--- src/rtl/signed_divider.sv ---
// Sequential signed divider: 2*DW-bit dividend / DW-bit divisor -> {remainder, quotient}; restoring, one bit per clock.
// Latency: DW+2 edges from accepting start to valid (2 edges for divide-by-zero / overflow).
// No backpressure: start is only honoured in IDLE/DONE; result held until the next accepted start.
module signed_divider #(
    parameter int DW = 32
) (
    input  logic              clock,
    input  logic              reset,
    input  logic              start,
    input  logic [DW-1:0]     opera1,
    input  logic [2*DW-1:0]   opera2,
    output logic [2*DW-1:0]   result,
    output logic              valid,
    output logic              busy,
    output logic              div_by_zero,
    output logic              overflow
);

    localparam int CW = $clog2(DW);
    localparam logic [DW-1:0] QMIN_MAG = {1'b1, {(DW-1){1'b0}}};

    typedef enum logic [2:0] {
        IDLE = 3'd0,
        PREP = 3'd1,
        CALC = 3'd2,
        FIX  = 3'd3,
        DONE = 3'd4
    } state_t;

    state_t state, state_nxt;

    logic [DW-1:0]   div_q;
    logic [2*DW-1:0] dvd_q;
    logic [DW-1:0]   dmag;
    logic [DW-1:0]   rem;
    logic [DW-1:0]   quo;
    logic            qneg;
    logic            rneg;
    logic            pend_dz;
    logic            pend_ovf;
    logic [CW-1:0]   cnt;

    logic            accept;
    logic [DW-1:0]   div_abs;
    logic [2*DW-1:0] dvd_abs;
    logic            is_dz;
    logic            pre_ovf;
    logic [DW:0]     trial;
    logic [DW:0]     diff;
    logic            q_bit;
    logic [DW-1:0]   q_signed;
    logic [DW-1:0]   r_signed;
    logic            range_ovf;

    always_comb begin
        accept    = start && ((state == IDLE) || (state == DONE));
        div_abs   = div_q[DW-1] ? -div_q : div_q;
        dvd_abs   = dvd_q[2*DW-1] ? -dvd_q : dvd_q;
        is_dz     = (div_q == '0);
        // Upper half >= divisor means the quotient needs more than DW bits.
        pre_ovf   = (dvd_abs[2*DW-1:DW] >= div_abs);
        // rem < dmag <= 2^(DW-1), so the shifted trial fits in DW bits and diff's MSB is a clean sign.
        trial     = {rem, quo[DW-1]};
        diff      = trial - {1'b0, dmag};
        q_bit     = ~diff[DW];
        q_signed  = qneg ? -quo : quo;
        r_signed  = rneg ? -rem : rem;
        range_ovf = qneg ? (quo > QMIN_MAG) : (quo >= QMIN_MAG);
    end

    always_ff @(posedge clock or negedge reset) begin
        if (!reset) begin
            state <= IDLE;
        end else begin
            state <= state_nxt;
        end
    end

    always_comb begin
        state_nxt = state;
        case (state)
            IDLE: if (start) state_nxt = PREP;
            // Error cases still pass through FIX so flags and valid appear together.
            PREP: state_nxt = (is_dz || pre_ovf) ? FIX : CALC;
            CALC: if (cnt == CW'(DW-1)) state_nxt = FIX;
            FIX:  state_nxt = DONE;
            DONE: if (start) state_nxt = PREP;
            default: state_nxt = IDLE;
        endcase
    end

    always_ff @(posedge clock or negedge reset) begin
        if (!reset) begin
            div_q       <= '0;
            dvd_q       <= '0;
            dmag        <= '0;
            rem         <= '0;
            quo         <= '0;
            qneg        <= 1'b0;
            rneg        <= 1'b0;
            pend_dz     <= 1'b0;
            pend_ovf    <= 1'b0;
            cnt         <= '0;
            result      <= '0;
            valid       <= 1'b0;
            busy        <= 1'b0;
            div_by_zero <= 1'b0;
            overflow    <= 1'b0;
        end else begin
            if (accept) begin
                div_q       <= opera1;
                dvd_q       <= opera2;
                valid       <= 1'b0;
                busy        <= 1'b1;
                div_by_zero <= 1'b0;
                overflow    <= 1'b0;
            end
            case (state)
                PREP: begin
                    dmag     <= div_abs;
                    rem      <= dvd_abs[2*DW-1:DW];
                    quo      <= dvd_abs[DW-1:0];
                    qneg     <= div_q[DW-1] ^ dvd_q[2*DW-1];
                    rneg     <= dvd_q[2*DW-1];
                    pend_dz  <= is_dz;
                    pend_ovf <= !is_dz && pre_ovf;
                    cnt      <= '0;
                end
                CALC: begin
                    rem <= q_bit ? diff[DW-1:0] : trial[DW-1:0];
                    quo <= {quo[DW-2:0], q_bit};
                    cnt <= cnt + 1'b1;
                end
                FIX: begin
                    valid <= 1'b1;
                    busy  <= 1'b0;
                    if (pend_dz) begin
                        div_by_zero <= 1'b1;
                        result      <= '0;
                    end else if (pend_ovf || range_ovf) begin
                        overflow <= 1'b1;
                        result   <= '0;
                    end else begin
                        result <= {r_signed, q_signed};
                    end
                end
                default: ;
            endcase
        end
    end

endmodule

--- config.mk ---
export PLATFORM = sky130hd
export DESIGN_NAME = signed_divider
export DESIGN_NICKNAME = d
export VERILOG_FILES = /design/src/rtl/signed_divider.sv
export SDC_FILE = /design/constraint.sdc
export NUM_CORES = 1
export LEC_CHECK = 0
export ABC_AREA = 1
export CORE_MARGIN = 2
export CORE_UTILIZATION = 50
export CTS_BUF_LIST = sky130_fd_sc_hd__clkbuf_16
export DETAILED_ROUTE_END_ITERATION = 8
export GPL_TIMING_DRIVEN = 0
export PLACE_DENSITY = 0.68
export RECOVER_POWER = 50
export SLEW_MARGIN = 30
export SYNTH_ARGS = -nofsm -noshare
export SYNTH_HDL_FRONTEND = slang
export SYNTH_SLANG_ARGS = --single-unit
--- constraint.sdc ---
create_clock -name clock -period 4.1 [get_ports clock]
set_clock_uncertainty 0.1 [all_clocks]
set_input_delay 0.82 -clock clock [delete_from_list [all_inputs] [get_ports clock]]
set_output_delay 0.82 -clock clock [all_outputs]
set_load 0.05 [all_outputs]
==> flow_summary.yaml <==
status:
  outcome: "finished with violations"
  failing_checks: "capacitance limit, slew limit"
routing:
  detail_route.wl_per_cell_um: 19.0
  remaining_drcs: 0
  via_per_inst: 5.48
  detailedRoute.firstIterationViolations: 1968
  routed_wirelength_um: 69700
  detail-route-antenna-nets: 0
  drtPass1Iterations: 6
  detailroute.via_count: 20100
placed_design:
  placed_cells: 3617
  placement.io_buffers: 166
  dpl_cell_area_um2: 21900
  gp_congestion: 1.03
  detailedPlacementHpwl_um: 56900
timing:
  fmax_mhz: 277
  finalMaxSlewViolations: 74
  unrepaired_setup_endpoints_after_global_routing: "false"
  slew_headroom_pct: -91.4
  timing_hold_violations_final: 0
  timing.final.setup_violations: 0
  layout_worst_path_cycle_share_pct: 88.1
  worst_pin_slew_ns: 2.87
  final.min_clock_period_ns: 3.61
synthesis:
  ys_warn_count: 0
  synth-seq-area-share_pct: 34.9
  syn-mean-instance-area_um2: 6.66
  synth-seq-cells: 272
  synth-main-ff-cell: "sky130_fd_sc_hd__dfrtp_1"
  synth.lib_cells_used.distinct: 53
  synth-async-reset-ratio_pct: 100
  netlist_area_um2: 19500
  synth_enable_flop_cells: 0
  synth_nets: 3100
  postSynthCellCount: 2930
clock_network:
  holdBufCountCts: 0
  post_cts.resized_instances: 0
  clk_path_buf_depth: 3
  cts.sink_count: 272
  cts_post_setup_buffers_inserted: 0
  worst_skew_pair.late_latency_ns: 0.59
  cts_tree: "yes"
  clkSlewWorstSetupHoldPaths_ns: 0.06
  htree_levels: 1
  cts_buffers: 31
  root_buf_cell: "sky130_fd_sc_hd__clkbuf_16"
die:
  core_area_um2: 38600
  chipWidth_um: 202
  die-area_um2: 40600
  floorplan.die.height_um: 202
  placement_rows: 72
  design.portCount: 167
  floorplan.initialDensity_pct: 50.6
setup_path:
  cp_slowest_cell: "sky130_fd_sc_hd__dfrtp_1"
  endpoint_kind: "flop"
  timing.critical_path.from_type: "flop"
  arrival_ns: 3.99
  critPathRequiredTime_ns: 4.48
  cp_top_family: "simple AND/OR/NAND/NOR gates"
  timing_worst_setup_path_type: "reg -> reg"
  path_cells: "inv_1, ha_1, nand2_1, nor2_2, nand3_1, nor2_1, nand3_1, nand2_1, nand2_1, and2_1, ha_1, a21oi_1, nor2_1, nor3_1, nand2_1, nand2_1, nand2_1, nand2_1, nand4_1, nand2_1, a21oi_1"
  worst-path-max-fanout: 5
  cp_common_cell: "sky130_fd_sc_hd__nand2_1"
  cp.buffers_inverters: 1
  critPathMaxStageDelay_ns: 0.37
global_route:
  grt_start_max_net_pins: 79
  grt_first_pass_wirelength_um: 107000
  combined_global_route_utilization_of_all_metal_layers_pct: 33.8
  antenna_found_initial: 0
  vias_in_the_first_global_route: 18700
  grt.overflow.total: 0
flow_run:
  cap_violations: 2
finish:
  layout_commonest_cell: "sky130_fd_sc_hd__nand2_1"
  syn_to_final_growth_pct: 16.8
  final_design_area_no_fill_um2: 22800
  most-common-layout-cells: "sky130_fd_sc_hd__nand2_1 (995), sky130_fd_sc_hd__inv_1 (376), sky130_fd_sc_hd__nor2_1 (314)"
  drive_above_1_share_pct: 4.72
  nNetsFinal: 3302
  finalNonFillerCells: 3674
worst_hold_path:
  worst_hold_path_type: "reg -> reg"
[cells in the mapped netlist (9+ instances only)]
cell                       number  share of area (%)
sky130_fd_sc_hd__a21boi_0       9               0.35
sky130_fd_sc_hd__nor2_1       314                6.0
sky130_fd_sc_hd__a21oi_1       58                1.5
sky130_fd_sc_hd__inv_1        367                7.1
sky130_fd_sc_hd__clkbuf_1      53                1.0
sky130_fd_sc_hd__xnor2_1       18               0.81
sky130_fd_sc_hd__nand3b_1      22               0.85
sky130_fd_sc_hd__nand2_2       19               0.61
sky130_fd_sc_hd__nand3_1      189                4.8
sky130_fd_sc_hd__o21ai_1       18               0.46
sky130_fd_sc_hd__o21ai_0      194                5.0
sky130_fd_sc_hd__xor2_1       100                4.5
sky130_fd_sc_hd__nand3_2        9               0.46
sky130_fd_sc_hd__nand4_1       24               0.77
sky130_fd_sc_hd__nor3_1        30               0.77
sky130_fd_sc_hd__ha_1          70                4.5
sky130_fd_sc_hd__o221ai_1      31                1.4
sky130_fd_sc_hd__and2_1         9               0.29
sky130_fd_sc_hd__nand2_1      994                 19
sky130_fd_sc_hd__nor2_2        13               0.42
sky130_fd_sc_hd__buf_2         24               0.62
sky130_fd_sc_hd__a21oi_2       12               0.54
sky130_fd_sc_hd__dfrtp_1      272                 35
sky130_fd_sc_hd__inv_2          9               0.17
[worst paths after layout]
kind | depth (start not counted) | start | end | slack (ns)
max | 21 | dvd_q[0] | state[0] | 0.49
min | 2 | result[40] | result[40] | 0.38
max reg2reg | 21 | dvd_q[0] | state[0] | 0.49
min reg2reg | 2 | result[40] | result[40] | 0.38
max in group asynchronous | 3 | reset | dvd_q[25] | 0.87
min in group asynchronous | 1 | reset | result[44] | 1.25
[kinds of logic (layout without fill, tap and decap cells)]
group | Yosys count | after routing | synth area share [%]
buffers and inverters | 470 | 695 | 9.55
xor gates and xnor gates | 118 | 118 | 5.29
and+or+nand+nor | 1645 | 1645 | 35.3
other | 0 | 1 | 0
DFF | 272 | 272 | 34.9
muxes | 1 | 1 | 0.0513
AOI/OAI and AO/OA | 353 | 353 | 10.4
adders and majority gates | 71 | 71 | 4.59
[routing by layer]
| metal | routed length (µm) | up-vias | GRT usage (%) |
|---|---|---|---|
| met4 | 2480 | 0 | 11.1 |
| met3 | 5820 | 134 | 4.50 |
| met2 | 30700 | 846 | 52.8 |
| li1 | - | 9665 | - |
| met5 | 0 | - | 0 |
| met1 | 30800 | 9476 | 48.5 |
[stage by stage]
step	worst slack [ns]	hold slack (ns)	utilization, %	setup TNS [ns]
2_1_floorplan	1.39	0.340	-	0
3_3_place_gp	-9.44	0.355	56.6	-2561.21
3_5_place_dp	0.371	0.367	56.8	0
4_1_cts	0.509	0.0644	59.2	0
5_1_grt	0.157	0.401	59.1	0
6_report	0.487	0.378	59.2	0
[worst reg2reg max path: cells and delay by family (launching register included)]
family | cells | cell delay [ns]
AND/OR/NAND/NOR | 16 | 2.18
AO/OA/AOI/OAI | 2 | 0.23
buffers and inverters | 1 | 0.16
adder cells (fa/ha/maj) | 2 | 0.47
flip-flops | 1 | 0.37
[state kept, by name, summed over array words and instances, names as in the netlist, 3 cells and up]
register	flops
div_q	32
result	64
quo	32
state	3
cnt	5
rem	32
dvd_q	64
dmag	32
[area by class of cell]
class                   count  area, µm²
diodes                      1       2.50
plain buffers              93        439
clock buffers              31        776
clock inverters            25        150
fillers                  3885      15800
inverters                 377       1420
multi-input cells        2188      10800
flip-flops and latches    272       6810
well taps                 518        648
repair buffers            169       1740
Power is left out: the tool's default activity adds up to more than one toggle a clock period on the data nets, which glitch-free logic cannot reach.
